$ cat src/rtl/bus_scenario_sequencer.sv
// bus_scenario_sequencer
// Table-driven bus stimulus sequencer. Scenario rows are written at run time
// through the cfg_* port (one master slot per write). A rising edge on start
// launches the row selected by state_in. The row's stimulus is driven on the
// master ports, enables are held for LAUNCH_CYCLES cycles, and the block then
// waits for every m_request to drop, giving up after TIMEOUT cycles.
//
// Ports:
//   clk, reset (async, active low)
//   start, state_in                  : launch request (rising edge) and row index
//   m_request                        : per-master busy/request
//   cfg_we, cfg_scen, cfg_master,
//   cfg_entry, cfg_ack               : table write port and acceptance pulse
//   m_enable, m_read_en, m_burst_mode,
//   m_addr, m_data                   : packed per-master stimulus, master i at
//                                      [i*W +: W]
//   busy, done, timeout, reject      : status level and result pulses
//   state_out                        : IDLE=0 LAUNCH=1 WAIT=2 DONE=3 TOUT=4
module bus_scenario_sequencer #(
    parameter int NUM_MASTERS   = 2,
    parameter int ADDR_WIDTH    = 14,
    parameter int DATA_WIDTH    = 8,
    parameter int BURST_WIDTH   = 3,
    parameter int NUM_SCEN      = 16,
    parameter int SCEN_WIDTH    = 5,
    parameter int LAUNCH_CYCLES = 3,
    parameter int TIMEOUT       = 255,
    localparam int CFG_MW  = (NUM_MASTERS > 1) ? $clog2(NUM_MASTERS) : 1,
    localparam int ENTRY_W = 2 + BURST_WIDTH + ADDR_WIDTH + DATA_WIDTH
) (
    input  logic                               clk,
    input  logic                               reset,
    input  logic                               start,
    input  logic [SCEN_WIDTH-1:0]              state_in,
    input  logic [NUM_MASTERS-1:0]             m_request,
    input  logic                               cfg_we,
    input  logic [SCEN_WIDTH-1:0]              cfg_scen,
    input  logic [CFG_MW-1:0]                  cfg_master,
    input  logic [ENTRY_W-1:0]                 cfg_entry,
    output logic                               cfg_ack,
    output logic [NUM_MASTERS-1:0]             m_enable,
    output logic [NUM_MASTERS-1:0]             m_read_en,
    output logic [NUM_MASTERS*BURST_WIDTH-1:0] m_burst_mode,
    output logic [NUM_MASTERS*ADDR_WIDTH-1:0]  m_addr,
    output logic [NUM_MASTERS*DATA_WIDTH-1:0]  m_data,
    output logic                               busy,
    output logic                               done,
    output logic                               timeout,
    output logic                               reject,
    output logic [2:0]                         state_out
);

    localparam logic [2:0] ST_IDLE   = 3'd0;
    localparam logic [2:0] ST_LAUNCH = 3'd1;
    localparam logic [2:0] ST_WAIT   = 3'd2;
    localparam logic [2:0] ST_DONE   = 3'd3;
    localparam logic [2:0] ST_TOUT   = 3'd4;

    localparam int SCEN_IW = (NUM_SCEN > 1) ? $clog2(NUM_SCEN) : 1;
    localparam int LCNT_W  = $clog2(LAUNCH_CYCLES + 1);
    localparam int WCNT_W  = $clog2(TIMEOUT + 1);

    // Entry field positions inside {enable, read, burst, addr, data}.
    localparam int F_ADDR  = DATA_WIDTH;
    localparam int F_BURST = DATA_WIDTH + ADDR_WIDTH;
    localparam int F_READ  = ENTRY_W - 2;
    localparam int F_EN    = ENTRY_W - 1;

    localparam logic [SCEN_WIDTH:0] NUM_SCEN_L    = (SCEN_WIDTH + 1)'(NUM_SCEN);
    localparam logic [CFG_MW:0]     NUM_MASTERS_L = (CFG_MW + 1)'(NUM_MASTERS);
    localparam logic [LCNT_W-1:0]   LAUNCH_LAST   = LCNT_W'(LAUNCH_CYCLES - 1);
    localparam logic [WCNT_W-1:0]   TIMEOUT_LAST  = WCNT_W'(TIMEOUT - 1);

    logic [ENTRY_W-1:0]    table_r [NUM_SCEN][NUM_MASTERS];
    logic [2:0]            state_r;
    logic                  start_q_r;
    logic [LCNT_W-1:0]     launch_cnt_r;
    logic [WCNT_W-1:0]     wait_cnt_r;

    logic                  start_edge_s;
    logic                  scen_ok_s;
    logic                  cfg_ok_s;
    logic                  launch_ok_s;
    logic [SCEN_IW-1:0]    run_idx_s;
    logic [SCEN_IW-1:0]    cfg_idx_s;
    logic [NUM_MASTERS-1:0] row_en_s;

    assign start_edge_s = start & ~start_q_r;
    assign run_idx_s    = state_in[SCEN_IW-1:0];
    assign cfg_idx_s    = cfg_scen[SCEN_IW-1:0];
    assign scen_ok_s    = ({1'b0, state_in} < NUM_SCEN_L);
    assign cfg_ok_s     = (state_r == ST_IDLE) && cfg_we
                          && ({1'b0, cfg_scen} < NUM_SCEN_L)
                          && ({1'b0, cfg_master} < NUM_MASTERS_L);
    assign launch_ok_s  = scen_ok_s && (|row_en_s);

    // Enable bits of the requested row; an out-of-range row reads as all-disabled.
    always_comb begin
        row_en_s = '0;
        for (int i = 0; i < NUM_MASTERS; i++) begin
            if (scen_ok_s) begin
                row_en_s[i] = table_r[run_idx_s][i][F_EN];
            end else begin
                row_en_s[i] = 1'b0;
            end
        end
    end

    // Scenario table, FSM, counters and all registered outputs.
    always_ff @(posedge clk or negedge reset) begin
        if (!reset) begin
            for (int s = 0; s < NUM_SCEN; s++) begin
                for (int m = 0; m < NUM_MASTERS; m++) begin
                    table_r[s][m] <= '0;
                end
            end
            state_r      <= ST_IDLE;
            start_q_r    <= 1'b0;
            launch_cnt_r <= '0;
            wait_cnt_r   <= '0;
            cfg_ack      <= 1'b0;
            m_enable     <= '0;
            m_read_en    <= '0;
            m_burst_mode <= '0;
            m_addr       <= '0;
            m_data       <= '0;
            busy         <= 1'b0;
            done         <= 1'b0;
            timeout      <= 1'b0;
            reject       <= 1'b0;
        end else begin
            start_q_r <= start;
            cfg_ack   <= 1'b0;
            done      <= 1'b0;
            timeout   <= 1'b0;
            reject    <= 1'b0;

            if (cfg_ok_s) begin
                table_r[cfg_idx_s][cfg_master] <= cfg_entry;
                cfg_ack <= 1'b1;
            end

            case (state_r)
                ST_IDLE: begin
                    // A write in the same cycle takes priority over a launch.
                    if (start_edge_s) begin
                        if (cfg_we || !launch_ok_s) begin
                            reject <= 1'b1;
                        end else begin
                            state_r      <= ST_LAUNCH;
                            busy         <= 1'b1;
                            launch_cnt_r <= '0;
                            wait_cnt_r   <= '0;
                            for (int i = 0; i < NUM_MASTERS; i++) begin
                                m_enable[i]  <= table_r[run_idx_s][i][F_EN];
                                m_read_en[i] <= table_r[run_idx_s][i][F_READ];
                                m_burst_mode[i*BURST_WIDTH +: BURST_WIDTH] <=
                                    table_r[run_idx_s][i][F_BURST +: BURST_WIDTH];
                                m_addr[i*ADDR_WIDTH +: ADDR_WIDTH] <=
                                    table_r[run_idx_s][i][F_ADDR +: ADDR_WIDTH];
                                m_data[i*DATA_WIDTH +: DATA_WIDTH] <=
                                    table_r[run_idx_s][i][DATA_WIDTH-1:0];
                            end
                        end
                    end
                end
                ST_LAUNCH: begin
                    if (launch_cnt_r == LAUNCH_LAST) begin
                        state_r  <= ST_WAIT;
                        m_enable <= '0;
                    end else begin
                        launch_cnt_r <= launch_cnt_r + LCNT_W'(1);
                    end
                end
                ST_WAIT: begin
                    // The counter freezes on the exit transition, so it never wraps.
                    if (m_request == '0) begin
                        state_r <= ST_DONE;
                        done    <= 1'b1;
                    end else if (wait_cnt_r == TIMEOUT_LAST) begin
                        state_r <= ST_TOUT;
                        timeout <= 1'b1;
                    end else begin
                        wait_cnt_r <= wait_cnt_r + WCNT_W'(1);
                    end
                end
                ST_DONE, ST_TOUT: begin
                    state_r      <= ST_IDLE;
                    busy         <= 1'b0;
                    launch_cnt_r <= '0;
                    wait_cnt_r   <= '0;
                    m_enable     <= '0;
                    m_read_en    <= '0;
                    m_burst_mode <= '0;
                    m_addr       <= '0;
                    m_data       <= '0;
                end
                default: begin
                    state_r      <= ST_IDLE;
                    busy         <= 1'b0;
                    launch_cnt_r <= '0;
                    wait_cnt_r   <= '0;
                    m_enable     <= '0;
                    m_read_en    <= '0;
                    m_burst_mode <= '0;
                    m_addr       <= '0;
                    m_data       <= '0;
                end
            endcase
        end
    end

    assign state_out = state_r;

endmodule

$ cat config.mk
export PLATFORM = sky130hd
export DESIGN_NAME = bus_scenario_sequencer
export DESIGN_NICKNAME = d
export VERILOG_FILES = /design/src/rtl/bus_scenario_sequencer.sv
export SDC_FILE = /design/constraint.sdc
export NUM_CORES = 1
export LEC_CHECK = 0
export CORE_UTILIZATION = 40
export CTS_BUF_LIST = sky130_fd_sc_hd__clkbuf_8 sky130_fd_sc_hd__clkbuf_16
export CTS_CLUSTER_DIAMETER = 30
export DETAILED_ROUTE_END_ITERATION = 8
export GPL_TIMING_DRIVEN = 0
export PLACE_DENSITY = 0.65
export RECOVER_POWER = 100
export SYNTH_ARGS = -nofsm -noshare
export SYNTH_HDL_FRONTEND = slang
export SYNTH_SLANG_ARGS = --single-unit
$ cat constraint.sdc
create_clock -name clk -period 2.4 [get_ports clk]
set_input_delay 0.48 -clock clk [delete_from_list [all_inputs] [get_ports clk]]
set_output_delay 0.48 -clock clk [all_outputs]
set_load 0.01 [all_outputs]
* Yosys cells after proc, flatten, opt, wreduce, memory -nomap -nowiden
Cells that the tools add are included.
** Word-level totals
- Logic and storage cells :: 143
- Input bits :: 44
- Output and inout port bits :: 62
- Register bits after elaboration :: 937
** Cells by class
- Add/subtract/negate cells :: 2
- Magnitude comparators :: 7
- Bitwise logic cells :: 8
- Muxes and demuxes :: 53
- Equality and inequality tests :: 11
- Reduce and logical (&&, ||, !) cells :: 16
** Operators by type and width (count)
- bitwise mux 864 bit :: 1
- binary-select mux 54 bit (select 4 bit) :: 1
- demux 54 bit (select 4 bit) :: 1
- two-way mux 54 bit :: 3
- two-way mux 28 bit :: 2
- case mux 28 bit (2 select lines) :: 1
- two-way mux 16 bit :: 2
- two-way mux 8 bit :: 4
- case mux 16 bit (2 select lines) :: 1
- demux 27 bit (select 1 bit) :: 1
- two-way mux 27 bit :: 1
- case mux 8 bit (3 select lines) :: 1
- two-way mux 2 bit :: 8
- two-way mux 3 bit :: 5
- two-way mux 1 bit :: 13
- two-way mux 6 bit :: 2
- != test 2 bit (second input constant) :: 6
- case mux 2 bit (3 select lines) :: 2
- case mux 6 bit (2 select lines) :: 1
- AND reduction 4 bit :: 3
- greater-or-equal comparator 5 bit (second input constant) :: 2
- < comparator 5 bit (second input constant) :: 2
- inverter 4 -> 5 bit :: 2
- case mux 3 bit (3 select lines) :: 1
- other kinds (23) :: 31

* Logic depth before layout (Yosys ltp)
- Word-level depth :: 12
- Mapped depth :: 10
- Mapped depth without buffers :: 7

* Least setup slack after synthesis
Ideal clock, no wire load.
- Path type :: input-to-reg
- Start :: input state_in[0]
- End :: register m_addr[14]
- Buffers on the path :: 4
- Stages :: 8
- Setup slack :: -0.347 ns
- Data arrival time :: 2.615 ns
- Setup time :: 0.132 ns
- Required time :: 2.268 ns
- Path through :: buf_2 -> buf_2 -> buf_2 -> buf_2 -> mux4_2 -> mux4_2 -> inv_1 -> o2bb2ai_1
** Between the ends
- Word-level cells in the longest chain between the ends :: 11
- Elaborated cells between the ends (all ways) :: 16
- Those cells by class :: order compare: 1; eq/ne: 1; mux: 8; bitwise: 1; reduce/logical: 5
** Ends and longest elaborated chain
- start: declaration :: RTL line 34 : input logic [SCEN_WIDTH-1:0] state_in,
- inverter 4 -> 5 bit (not written as such) :: RTL line 102, 160
- binary-select mux 54 bit (select 4 bit) :: RTL line 102, 160
- two-way mux 54 bit (2 in a row)
- two-way mux 1 bit :: RTL line 101 : if (scen_ok_s) begin
- OR reduction 2 bit :: RTL line 95 : assign launch_ok_s = scen_ok_s && (|row_en_s);
- logical AND 1 bit :: RTL line 95
- zero test 1 bit :: RTL line 147 : if (cfg_we || !launch_ok_s) begin
- logical OR 1 bit :: RTL line 147
- != test 2 bit (no source line)
- AND reduction 3 bit (no source line)
- end signal: indexed assignment :: RTL line 159 : m_addr[i*ADDR_WIDTH +: ADDR_WIDTH] <=
- end: declaration :: RTL line 44 : output logic [NUM_MASTERS*ADDR_WIDTH-1:0] m_addr,
Parallel ways exist; a longest one is shown, timed or not. The select of a mux whose other input is x is not followed.
A chain may end at the register's enable or synchronous reset.

* Worst setup path after layout
- Start :: register state_r[2], in the netlist state_out[2]
- End :: register table_r[200] (netlist name)
** Between the ends
- Word-level cells in the longest chain between the ends :: 3
** Ends and longest elaborated chain
- start: declaration :: RTL line 75 : logic [2:0] state_r;
- start signal: assignment :: RTL line 117 : state_r <= ST_IDLE;
- start signal: assignment :: RTL line 150 : state_r <= ST_LAUNCH;
- start signal: assignment :: RTL line 169 : state_r <= ST_WAIT;
- zero test 3 bit :: RTL line 92 : assign cfg_ok_s = (state_r == ST_IDLE) && cfg_we
- logical AND 1 bit :: RTL line 92
- logical AND 1 bit :: RTL line 93 : && ({1'b0, cfg_scen} < NUM_SCEN_L)
- named net cfg_ok_s :: RTL line 82 : logic cfg_ok_s;
- end signal: indexed assignment :: RTL line 139 : table_r[cfg_idx_s][cfg_master] <= cfg_entry;
- end: declaration :: RTL line 74 : logic [ENTRY_W-1:0] table_r [NUM_SCEN][NUM_MASTERS];
The timed path passes the listed nets, and every way through them passes these cells.

==> flow_summary_export.csv <==
group,metric,value,unit
sta,setup_skew,0.0562,ns
layout,most_frequent_cells_in_the_layout,"sky130_fd_sc_hd__dfrtp_1, sky130_fd_sc_hd__mux2_2, sky130_fd_sc_hd__mux2_4",
cts,cts_tree,"yes",
min_path,hold_path_class,"in -> async",
drt,antenna_left,0,
sta,timing.final.max_slew_violations,0,
setup_path,worst-path-buf-inv,5,
logic_synthesis,synth-seq-cells,937,
layout,antennaDiodeCount,0,
cts,path_clk_slew,0.04,ns
floorplanning,row_count,118,
global_routing,overflow,0,
cts,tritoncts.num_buffers,196,
layout,finish.instance_area,0.0584,mm^2
floorplanning,die-area,0.107,mm^2
logic_synthesis,post_synth_edffs,0,
sta,post-route-min-period,2.68,ns
placed_design,placed_cell_area,0.0453,mm^2
sta,tightestPinTransition,1.40,ns
sta,post-route-worst-setup-slack,-0.284,ns
sta,grt_setup_unrepaired,"yes",
drt,wire_length_after_detailed_routing,138000,um
cts,longest_clk_path_bufs,3,
placed_design,detailedPlacementHpwl,78800,um
setup_path,crit-reg2reg-capture,"table_r[200]",
pwr,post-layout-total-power,57200,uW
logic_synthesis,netlist_instances,2548,
flow_run,max-cap-violations,0,
pwr,total_leakage_power,0.0270,uW
setup_path,crit_required,3.04,ns
setup_path,crit_top_cell,"sky130_fd_sc_hd__buf_6",
global_routing,global_route.peak_usage_layer,"met2",
status,outcome,"finished, violations left",
setup_path,max_stage_delay,0.40,ns
logic_synthesis,synth_sequential_area_ratio,0.556,
logic_synthesis,top_cells_by_area_synth,"sky130_fd_sc_hd__dfrtp_1, sky130_fd_sc_hd__mux2_2, sky130_fd_sc_hd__mux4_2",
setup_path,cpMaxStageDelayCell,"sky130_fd_sc_hd__dfrtp_1",
setup_path,path_class,"reg -> reg",
setup_path,critPathTopFamily,"simple AND/OR/NAND/NOR gates",
drt,route.vias.total,26700,
drt,first_iter_violations,2016,
sta,timing.fmax,373,MHz
setup_path,path_max_fanout,10,
setup_path,critical_path.startpoint_type,"flip-flop",
pwr,peakVddDrop,0.732,mV
global_routing,grt_usage,0.242,
layout,mostFrequentLayoutCell,"sky130_fd_sc_hd__dfrtp_1",
floorplanning,floorplan.io_pins,106,
logic_synthesis,synth_flop_cell,"sky130_fd_sc_hd__dfrtp_1",
cts,clk_latency,0.79,ns
logic_synthesis,synthArstFlopShare,1.00,
layout,final-seq-area,0.0234,mm^2
floorplanning,start_util,0.406,
logic_synthesis,netlist-cell-type-count,49,
drt,viasPerCell,5.80,
drt,router_iterations_before_antenna_repair,5,
sta,timing.final.setup_violations,858,
global_routing,groute.layer.met2.usage,0.393,
layout,final_nets,3089,
logic_synthesis,synth_fp_nets,2595,
layout,layout-drive-gt1-share,0.578,
logic_synthesis,synth_top_cell_by_area,"sky130_fd_sc_hd__dfrtp_1",
cts,clock_sinks,937,
logic_synthesis,synth_warnings,0,
global_routing,antenna_found_initial,2,
layout,fill_cells,7687,
cts,htree_levels,4,
logic_synthesis,yosys.area.top_type_share,0.556,
pwr,power_density,979,mW/mm^2
global_routing,largest_net_degree_at_the_start_of_global_routing,132,
drt,post_drt_wl_per_cell,30.0,um
sta,worst_slew_margin_rel,0.0634,
global_routing,first_global_vias,28700,
global_routing,grt_pass1_wl,191000,um
placed_design,portBuffers,101,
setup_path,critPathCaptureType,"flip-flop",
setup_path,cells_along_the_critical_path,"or2_4, nor4b_4, buf_6, buf_6, nand2b_4, buf_6, nor3_4, buf_12, nand3_4, buf_12, mux2_2",
drt,drt_drc_violations_left,0,
floorplanning,floorplan.die.width,327,um
cts,cts_root_cell,"sky130_fd_sc_hd__clkbuf_16",
status,violations,"negative setup slack",
logic_synthesis,mappedNetlistArea,0.0421,mm^2
floorplanning,floorplan.die.height,327,um
global_routing,groute.layer.met3.usage,0.0554,
layout,multi_input_comb_area,0.0192,mm^2
logic_synthesis,avgSynthCellArea,16.5,um^2
setup_path,ff2ff_setup_slack,-0.28,ns
sta,final.period_utilization,1.12,
setup_path,critical_path.reg2reg.startpoint,"state_out[2]",
placed_design,gp_congestion,0.801,
sta,timing.final.hold_violations,0,
floorplanning,design.core.area,0.104,mm^2
layout,syn2layout_area_growth,38.6,%
global_routing,gr-usage-met1,0.314,
setup_path,crit_arrival,3.33,ns
setup_path,reg2reg_depth,11,
cell usage after synthesis, types with 4 or more instances:
cell and n:
sky130_fd_sc_hd__xor2_1 4, sky130_fd_sc_hd__nor3_4 4, sky130_fd_sc_hd__nor2_2 12, sky130_fd_sc_hd__nand2_4 6, sky130_fd_sc_hd__dfrtp_1 937, sky130_fd_sc_hd__buf_6 13
sky130_fd_sc_hd__buf_4 32, sky130_fd_sc_hd__inv_1 57, sky130_fd_sc_hd__mux2_4 40, sky130_fd_sc_hd__buf_2 47, sky130_fd_sc_hd__mux2_1 21, sky130_fd_sc_hd__o2bb2ai_1 53
sky130_fd_sc_hd__nor2b_1 4, sky130_fd_sc_hd__mux4_2 268, sky130_fd_sc_hd__nand2_1 24, sky130_fd_sc_hd__a21oi_1 5, sky130_fd_sc_hd__mux2_2 803, sky130_fd_sc_hd__nor2_1 17
sky130_fd_sc_hd__nand3_1 9, sky130_fd_sc_hd__buf_1 9, sky130_fd_sc_hd__o21ai_0 5, sky130_fd_sc_hd__clkbuf_1 126, sky130_fd_sc_hd__nor3_1 7
cell type report:
cell class,count,share of cell area
multi-input cells,1329,0.329
repair buffers,301,0.0766
flip-flops and latches,937,0.401
inverters,57,0.00366
well taps,1380,0.0296
clock buffers,230,0.0925
clock inverters,141,0.0314
plain buffers,220,0.0363
repair_timing:
item,4_1_cts,5_1_grt
gates cloned,21,31
hold endpoints to repair,50,0
buffers inserted,88,66
hold buffers,1,0
gates resized for setup,491,391
endpoints found under the setup margin,927,1123
pin swaps,21,21
worst max path at each step:
stage / startpoint / endpoint / slack, ns / cells after the start
final: state_out[2] / table_r[200] / -0.28 / 11
after global routing: state_out[2] / table_r[197] / -0.35 / 11
after CTS: state_out[2] / table_r[452] / -0.23 / 11
after detailed placement: state_in[1] / m_data[1] / -1.99 / 8
after global placement: reset / m_addr[25] / -38.12 / 1
after floorplan: state_out[2] / table_r[222] / -0.07 / 8
power by group:
group          internal [uW]  switching [uW]  leakage [uW]
Combinational           4850            3100        0.0108
Sequential             18500            1580        0.0126
Clock                  19900            9210       0.00360
Total                  43300           13900        0.0270
per-stage QoR:
stage          worst slack, ns  std cells   util  setup TNS [ns]  hold WS [ns]
2_1_floorplan          -0.0735       2548      -          -17.70         0.184
3_3_place_gp            -38.12       4029  0.434               -         0.466
3_5_place_dp             -1.99       4037  0.436         -966.22         0.428
4_1_cts                 -0.231       4514  0.537         -101.86         0.189
5_1_grt                 -0.348       4595  0.562         -196.00         0.258
6_report                -0.284       4595  0.562         -130.08         0.231
layer usage:
layer,part of all wire,up-vias
met5,0.00012,-
met4,0.044,2
met3,0.073,347
met1,0.39,14500
met2,0.49,1187
li1,-,10600
flip-flops by register name (all words and copies together), names as in the netlist:
name / cells
busy: 1
reject: 1
m_addr: 28
state_out: 3
done: 1
timeout: 1
m_data: 16
m_read_en: 2
start_q_r: 1
launch_cnt_r: 2
m_enable: 2
wait_cnt_r: 8
table_r: 864
cfg_ack: 1
m_burst_mode: 6
kinds of logic (layout without fill, tap and decap cells):
group,count (synthesis),after routing,synth area share
xor gates and xnor gates,7,7,0.00145
adders and majority gates,3,3,0.000891
muxes,1132,1132,0.378
AOI/OAI and AO/OA,75,75,0.0145
DFF,937,937,0.556
buffers and inverters,284,949,0.0319
and+or+nand+nor,110,112,0.0174
(Power assumes the default switching activity.)
